### src/rtl/simplez_loader_if.sv
// Byte-in / word-out bus between the UART receiver, the Simplez program loader and the program RAM.
// The master modport is the byte source and RAM/CPU observer; the loader uses the slave modport.
interface simplez_loader_if #(
    parameter int AW = 9,
    parameter int DW = 12
);
    logic [7:0]    rx_data;
    logic          rx_valid;
    logic [AW-1:0] mem_addr;
    logic [DW-1:0] mem_data;
    logic          mem_we;
    logic          cpu_rstn;
    logic          busy;
    logic          done;
    logic          err;

    modport master (
        output rx_data, rx_valid,
        input  mem_addr, mem_data, mem_we, cpu_rstn, busy, done, err
    );

    modport slave (
        input  rx_data, rx_valid,
        output mem_addr, mem_data, mem_we, cpu_rstn, busy, done, err
    );
endinterface

### src/rtl/simplez_loader.sv
// Simplez program loader: frames of SYNC, LEN_H, LEN_L, then (HI,LO) word pairs written to RAM from address 0.
// Define SIMPLEZ_LOADER_CHECKSUM_EN to require a trailing XOR checksum byte (mismatch sets err).
module simplez_loader #(
    parameter int         AW   = 9,
    parameter int         DW   = 12,
    parameter logic [7:0] SYNC = 8'h55
) (
    input  logic              clk,
    input  logic              rst,
    simplez_loader_if.slave   bus
);

`ifdef SIMPLEZ_LOADER_CHECKSUM_EN
    typedef enum logic [2:0] {
        S_IDLE, S_LEN_H, S_LEN_L, S_HI, S_LO, S_CHK, S_DONE, S_ERR
    } state_e;
    localparam state_e FRAME_END = S_CHK;
`else
    typedef enum logic [2:0] {
        S_IDLE, S_LEN_H, S_LEN_L, S_HI, S_LO, S_DONE
    } state_e;
    localparam state_e FRAME_END = S_DONE;
`endif

    state_e        state_q, state_d;
    logic          len_h_q, len_h_d;
    logic [3:0]    nib_q, nib_d;
    logic [AW-1:0] cnt_q, cnt_d;
    logic [AW-1:0] ptr_q, ptr_d;
    logic [AW-1:0] mem_addr_q, mem_addr_d;
    logic [DW-1:0] mem_data_q, mem_data_d;
    logic          mem_we_q, mem_we_d;
    logic          cpu_rstn_q, cpu_rstn_d;
    logic          busy_q, busy_d;
    logic          done_q, done_d;
`ifdef SIMPLEZ_LOADER_CHECKSUM_EN
    logic [7:0]    chk_q, chk_d;
    logic          err_q, err_d;
`endif

    logic       is_sync;
    logic [8:0] len_w;

    assign is_sync = (bus.rx_data == SYNC);
    assign len_w   = {len_h_q, bus.rx_data};

    // State register and all datapath registers
    always_ff @(posedge clk) begin
        if (rst) begin
            state_q    <= S_IDLE;
            len_h_q    <= 1'b0;
            nib_q      <= '0;
            cnt_q      <= '0;
            ptr_q      <= '0;
            mem_addr_q <= '0;
            mem_data_q <= '0;
            mem_we_q   <= 1'b0;
            cpu_rstn_q <= 1'b0;
            busy_q     <= 1'b0;
            done_q     <= 1'b0;
`ifdef SIMPLEZ_LOADER_CHECKSUM_EN
            chk_q      <= '0;
            err_q      <= 1'b0;
`endif
        end else begin
            state_q    <= state_d;
            len_h_q    <= len_h_d;
            nib_q      <= nib_d;
            cnt_q      <= cnt_d;
            ptr_q      <= ptr_d;
            mem_addr_q <= mem_addr_d;
            mem_data_q <= mem_data_d;
            mem_we_q   <= mem_we_d;
            cpu_rstn_q <= cpu_rstn_d;
            busy_q     <= busy_d;
            done_q     <= done_d;
`ifdef SIMPLEZ_LOADER_CHECKSUM_EN
            chk_q      <= chk_d;
            err_q      <= err_d;
`endif
        end
    end

    // Next-state logic: every transition is gated by a received byte
    always_comb begin
        state_d = state_q;
        if (bus.rx_valid) begin
            case (state_q)
`ifdef SIMPLEZ_LOADER_CHECKSUM_EN
                S_IDLE, S_DONE, S_ERR: if (is_sync) state_d = S_LEN_H;
                S_CHK:   state_d = (bus.rx_data == chk_q) ? S_DONE : S_ERR;
`else
                S_IDLE, S_DONE: if (is_sync) state_d = S_LEN_H;
`endif
                S_LEN_H: state_d = S_LEN_L;
                S_LEN_L: state_d = (len_w == 9'd0) ? FRAME_END : S_HI;
                S_HI:    state_d = S_LO;
                S_LO:    state_d = (cnt_q == AW'(1)) ? FRAME_END : S_HI;
                default: state_d = S_IDLE;
            endcase
        end
    end

    // Datapath and registered outputs
    always_comb begin
        len_h_d    = len_h_q;
        nib_d      = nib_q;
        cnt_d      = cnt_q;
        ptr_d      = ptr_q;
        mem_addr_d = mem_addr_q;
        mem_data_d = mem_data_q;
        mem_we_d   = 1'b0;
`ifdef SIMPLEZ_LOADER_CHECKSUM_EN
        chk_d      = chk_q;
`endif
        if (bus.rx_valid) begin
            case (state_q)
                S_LEN_H: len_h_d = bus.rx_data[0];
                S_LEN_L: begin
                    cnt_d = AW'(len_w);
                    ptr_d = '0;
                end
                S_HI:    nib_d = bus.rx_data[3:0];
                S_LO: begin
                    mem_we_d   = 1'b1;
                    mem_addr_d = ptr_q;
                    mem_data_d = DW'({nib_q, bus.rx_data});
                    ptr_d      = ptr_q + AW'(1);
                    cnt_d      = cnt_q - AW'(1);
                end
                default: ;
            endcase
`ifdef SIMPLEZ_LOADER_CHECKSUM_EN
            if (state_q == S_LEN_H || state_q == S_LEN_L || state_q == S_HI || state_q == S_LO)
                chk_d = chk_q ^ bus.rx_data;
            else if (state_d == S_LEN_H)
                chk_d = '0;
`endif
        end

        // done/cpu_rstn rise one cycle after DONE is entered and drop with the restarting SYNC
        busy_d     = (state_d == S_LEN_H) || (state_d == S_LEN_L) || (state_d == S_HI) ||
`ifdef SIMPLEZ_LOADER_CHECKSUM_EN
                     (state_d == S_CHK) ||
`endif
                     (state_d == S_LO);
        done_d     = (state_q == S_DONE) && (state_d == S_DONE);
        cpu_rstn_d = done_d;
`ifdef SIMPLEZ_LOADER_CHECKSUM_EN
        err_d      = (state_d == S_ERR);
`endif
    end

    assign bus.mem_addr = mem_addr_q;
    assign bus.mem_data = mem_data_q;
    assign bus.mem_we   = mem_we_q;
    assign bus.cpu_rstn = cpu_rstn_q;
    assign bus.busy     = busy_q;
    assign bus.done     = done_q;
`ifdef SIMPLEZ_LOADER_CHECKSUM_EN
    assign bus.err      = err_q;
`else
    assign bus.err      = 1'b0;
`endif

endmodule

### src/flat_wrapper.sv
// flat-port wrapper written by rule: the top's interface ports become plain ports
module simplez_loader_flat 
#(
    parameter int         AW   = 9,
    parameter int         DW   = 12,
    parameter logic [7:0] SYNC = 8'h55
)
  (clk, rst, bus_rx_data, bus_rx_valid, bus_mem_addr, bus_mem_data, bus_mem_we, bus_cpu_rstn, bus_busy, bus_done, bus_err);
  simplez_loader_if #(.AW(AW), .DW(DW)) bus_i ();
  input  logic clk;
  input  logic rst;
  input wire logic [$bits(bus_i.rx_data)-1:0] bus_rx_data;
  input wire logic [$bits(bus_i.rx_valid)-1:0] bus_rx_valid;
  output wire logic [$bits(bus_i.mem_addr)-1:0] bus_mem_addr;
  output wire logic [$bits(bus_i.mem_data)-1:0] bus_mem_data;
  output wire logic [$bits(bus_i.mem_we)-1:0] bus_mem_we;
  output wire logic [$bits(bus_i.cpu_rstn)-1:0] bus_cpu_rstn;
  output wire logic [$bits(bus_i.busy)-1:0] bus_busy;
  output wire logic [$bits(bus_i.done)-1:0] bus_done;
  output wire logic [$bits(bus_i.err)-1:0] bus_err;
  assign bus_i.rx_data = bus_rx_data;
  assign bus_i.rx_valid = bus_rx_valid;
  assign bus_mem_addr = bus_i.mem_addr;
  assign bus_mem_data = bus_i.mem_data;
  assign bus_mem_we = bus_i.mem_we;
  assign bus_cpu_rstn = bus_i.cpu_rstn;
  assign bus_busy = bus_i.busy;
  assign bus_done = bus_i.done;
  assign bus_err = bus_i.err;
  simplez_loader #(.AW(AW), .DW(DW), .SYNC(SYNC)) u_core (.clk(clk), .rst(rst), .bus(bus_i));
endmodule
### config.mk
export PLATFORM = sky130hd
export DESIGN_NAME = simplez_loader_flat
export DESIGN_NICKNAME = d
export VERILOG_FILES = /design/src/rtl/simplez_loader_if.sv /design/src/rtl/simplez_loader.sv /design/src/flat_wrapper.sv
export SDC_FILE = /design/constraint.sdc
export NUM_CORES = 1
export LEC_CHECK = 0
export BUFFER_PORTS_ARGS = -buffer_cell sky130_fd_sc_hd__buf_2
export CORE_MARGIN = 2
export CORE_UTILIZATION = 45
export DETAILED_ROUTE_END_ITERATION = 10
export PLACE_DENSITY_LB_ADDON = 0.25
export SYNTH_ARGS = -nofsm -noshare
export SYNTH_HDL_FRONTEND = slang
export SYNTH_SLANG_ARGS = --single-unit
### constraint.sdc
create_clock -name clk -period 2.05 [get_ports clk]
set_input_delay 0.41 -clock clk [delete_from_list [all_inputs] [get_ports clk]]
set_output_delay 0.41 -clock clk [all_outputs]
set_load 0.02 [all_outputs]
==> results by group <==
Run status
  • Status: finished clean

Global routing
  • Number of global-route vias before repair: 1734
  • Maximum number of pins on one net before global-route repair: 29
  • First-pass GRT wire length: 8250 um
  • Total global-route track usage: 19.6%
  • Initial antenna violation count: 0
  • GRT overflow: 0

Clock tree
  • Resized Gates After CTS: 0
  • CTS tree: built
  • Clk sink count: 50
  • H-tree Lvls: 2
  • TritonCTS buffer count: 5
  • Root buf cell: clkbuf_8
  • Cts hold-fix bufs: 0
  • Worst-Skew Late Latency: 0.31 ns
  • Post-CTS Setup Inserts: 0
  • Worst-path clk slew: 0.09 ns
  • CTS max path bufs: 2

Power
  • Combinational power share: 3.6%
  • Switching pwr: 0.000390 W
  • Clock Power Share: 42.0%
  • Maximum vdd drop: 329 uV
  • Flop pwr share: 54.4%
  • Leakage: 1.02 nW
  • Net Sw Frac: 21.8%
  • Power per cell area: 681 mW/mm^2
  • Cell Int Power: 0.00140 W

Synth
  • Synth Warn #: 0
  • Async SR Flop Fraction: 0%
  • FF+latch count, synth: 50
  • Primary FF master, synth: dfxtp_1
  • Count of different cell masters after synthesis: 44
  • Seq/Total Area, Yosys: 45.0%
  • Post-synth EDFFs: 0
  • Syn Inst Count: 283
  • Netlist Area Pre-Place: 0.00222 sq mm
  • Syn_area_per_cell: 7.86 sq um
  • Syn nets: 297

Placement
  • PortBufs: 35
  • Post-DP HPWL: 3630 um
  • GPL Wtd Cong: 0.932
  • DP Cell Count: 377
  • DP Worst Slack: 0.00857 ns
  • Placed inst area: 0.00250 sq mm

STA
  • Clock Skew: 0.00805 ns
  • RSZ-0062 raised after global routing: false
  • Fin Setup TNS: 0 ns
  • Final Hold Viols: 0
  • Tmin final: 1.79 ns
  • Fin crit share: 87.5%
  • Max frequency: 557 MHz
  • Smallest setup slack after layout: 0.256 ns
  • Max-slew violation count: 0
  • Final setup viols: 0

Critical path
  • Reg-to-reg critical path startpoint: u_core.state_q[2]
  • Setup crit end kind: flip-flop
  • Crit path capture: u_core.ptr_q[5]
  • Data required time at the worst endpoint: 2.28 ns
  • Crit path DAT: 2.03 ns
  • Crit Path Class: flip-flop to flip-flop
  • Reg2Reg Depth: 5
  • CP max FO: 11
  • Type of origin of the critical path: flip-flop
  • R2r setup slk: 0.26 ns
  • Crit path from: u_core.state_q[2]
  • Worst r2r dst: u_core.ptr_q[5]

Job
  • MaxCap Viol Count: 0

Route
  • Pre-antenna DRT Iters: 5
  • Routed WL: 5160 um
  • DRT iter0 DRCs: 111
  • Avg Vias per Cell: 5.37
  • Routed WL per cell: 13.4 um
  • Vias: 2068
  • DRC viols: 0
  • Post-DRT Antenna Nets: 0

Die
  • Initial core utilization: 46.8%
  • IO Count: 37
  • # rows: 25
  • Die W: 74.3 um
  • Die ar.: 0.00552 sq mm
  • Core region area: 0.00475 sq mm
  • DIE HEIGHT: 74.3 um

Cells and area
  • ANT cells: 0
  • Layout cell share with drive strength beyond 1: 19.5%
  • Non-filler cells, final: 385
  • Fin area: 0.00262 sq mm
  • Synth-to-Final Area Change: 17.9%
  • Layout Utilization: 55.1%
  • # nets final: 331

Worst hold path
  • Hold WC Path Type: input pin to flip-flop
==> placed cells by master (no fill, tap or decap), types with 4 or more instances in the layout <==
master / instances
nor2_1: 32
buf_2: 35
o21ai_0: 9
buf_4: 12
clkbuf_8: 6
dfxtp_1: 50
a211oi_1: 4
a31oi_1: 5
nand3b_1: 4
a21oi_1: 36
mux2i_1: 5
nand4_1: 4
nor3_1: 8
inv_1: 6
nand2_1: 58
==> through the flow <==
stage / total power [W] / hold WS (ns)
after CTS: 0.00180 / 0.367
after floorplan: 0.00103 / 0.432
after global placement: 0.00106 / 0.442
after detailed placement: 0.00106 / 0.443
after global routing: 0.00184 / 0.383
final: 0.00179 / 0.374
==> cell type report <==
class	instances	area [sq um]
clock buffer	6	82.6
clock inverter	2	38.8
fill	488	2130
inverter	6	22.5
multi-input combinational	206	1110
sequential	50	1000
tap	67	83.8
timing repair buffer	48	285
==> state kept, by name, indices dropped and copies added (netlist names) <==
| signal | count |
|---|---|
| u_core.bus.mem_we | 1 |
| u_core.state_q | 3 |
| u_core.len_h_q | 1 |
| u_core.bus.busy | 1 |
| u_core.bus.mem_addr | 9 |
| u_core.bus.cpu_rstn | 1 |
| u_core.bus.mem_data | 12 |
| u_core.cnt_q | 9 |
| u_core.nib_q | 4 |
| u_core.ptr_q | 9 |
==> critical path, stage by stage, from the launching register on <==
cell and delay, ns:
dfxtp_1 0.45, nor3b_4 0.37, nand2_1 0.33, nor2_1 0.24
a31oi_1 0.10, a311oi_1 0.24
==> routing by layer <==
| layer | part of all wire, % | track usage, % |
|---|---|---|
| met5 | 0 | 0 |
| met4 | 1.5 | 7.54 |
| met3 | 6.3 | 4.88 |
| met2 | 44 | 28.8 |
| met1 | 48 | 27.9 |
==> cell families (layout without fill, tap and decap cells) <==
family,Yosys count,count (layout),share of synthesized area [%]
AND/OR/NAND/NOR,120,120,24.2
AO/OA/AOI/OAI,75,75,20.6
flip-flops,50,50,45.0
buffers and inverters,27,62,5.18
multiplexers,6,6,2.76
adder cells (fa/ha/maj),3,3,1.69
other,1,1,0.169
XOR/XNOR,1,1,0.394
==> power groups by stage <==
stage / sequential, W / clock, W / combinational (W)
4_1_cts: 0.000972 / 0.000766 / 0.0000643
6_report: 0.000972 / 0.000750 / 0.0000641
5_1_grt: 0.000972 / 0.000798 / 0.0000692
3_5_place_dp: 0.000995 / 0 / 0.0000641
2_1_floorplan: 0.000994 / 0 / 0.0000310
3_3_place_gp: 0.000995 / 0 / 0.0000641
==> synth_stat cells (all sizes together) (2+ instances only) <==
master | number | share of area (%)
or3 | 2 | 0.56
nand4 | 4 | 1.1
inv | 6 | 1.0
nand3b | 4 | 1.4
o21ai | 10 | 2.4
mux2i | 5 | 2.3
dfxtp | 50 | 45
nand2 | 58 | 9.8
nand2b | 3 | 0.84
a211oi | 4 | 1.4
o22ai | 3 | 0.84
a31oi | 5 | 1.4
nor2b | 2 | 0.56
nor2 | 32 | 5.4
a22oi | 2 | 0.68
or4 | 2 | 0.84
nor3 | 8 | 1.8
a311oi | 2 | 0.79
clkbuf | 13 | 2.2
buf | 8 | 2.0
o21a | 2 | 0.68
ha | 3 | 1.7
a21oi | 36 | 8.1
o31ai | 3 | 1.0
==> how the worst min path moves through the flow <==
stage / start / end / slack [ns] / cells after the start
4_1_cts: bus_rx_data[4] / u_core.bus.mem_data[4] / 0.37 / 3
3_3_place_gp: u_core.bus.mem_addr[3] / u_core.bus.mem_addr[3] / 0.44 / 2
5_1_grt: bus_rx_data[6] / u_core.bus.mem_data[6] / 0.38 / 3
3_5_place_dp: u_core.bus.mem_addr[3] / u_core.bus.mem_addr[3] / 0.44 / 2
6_report: bus_rx_data[4] / u_core.bus.mem_data[4] / 0.37 / 3
2_1_floorplan: u_core.nib_q[2] / u_core.bus.mem_data[10] / 0.43 / 2
(Power assumes the default switching activity.)
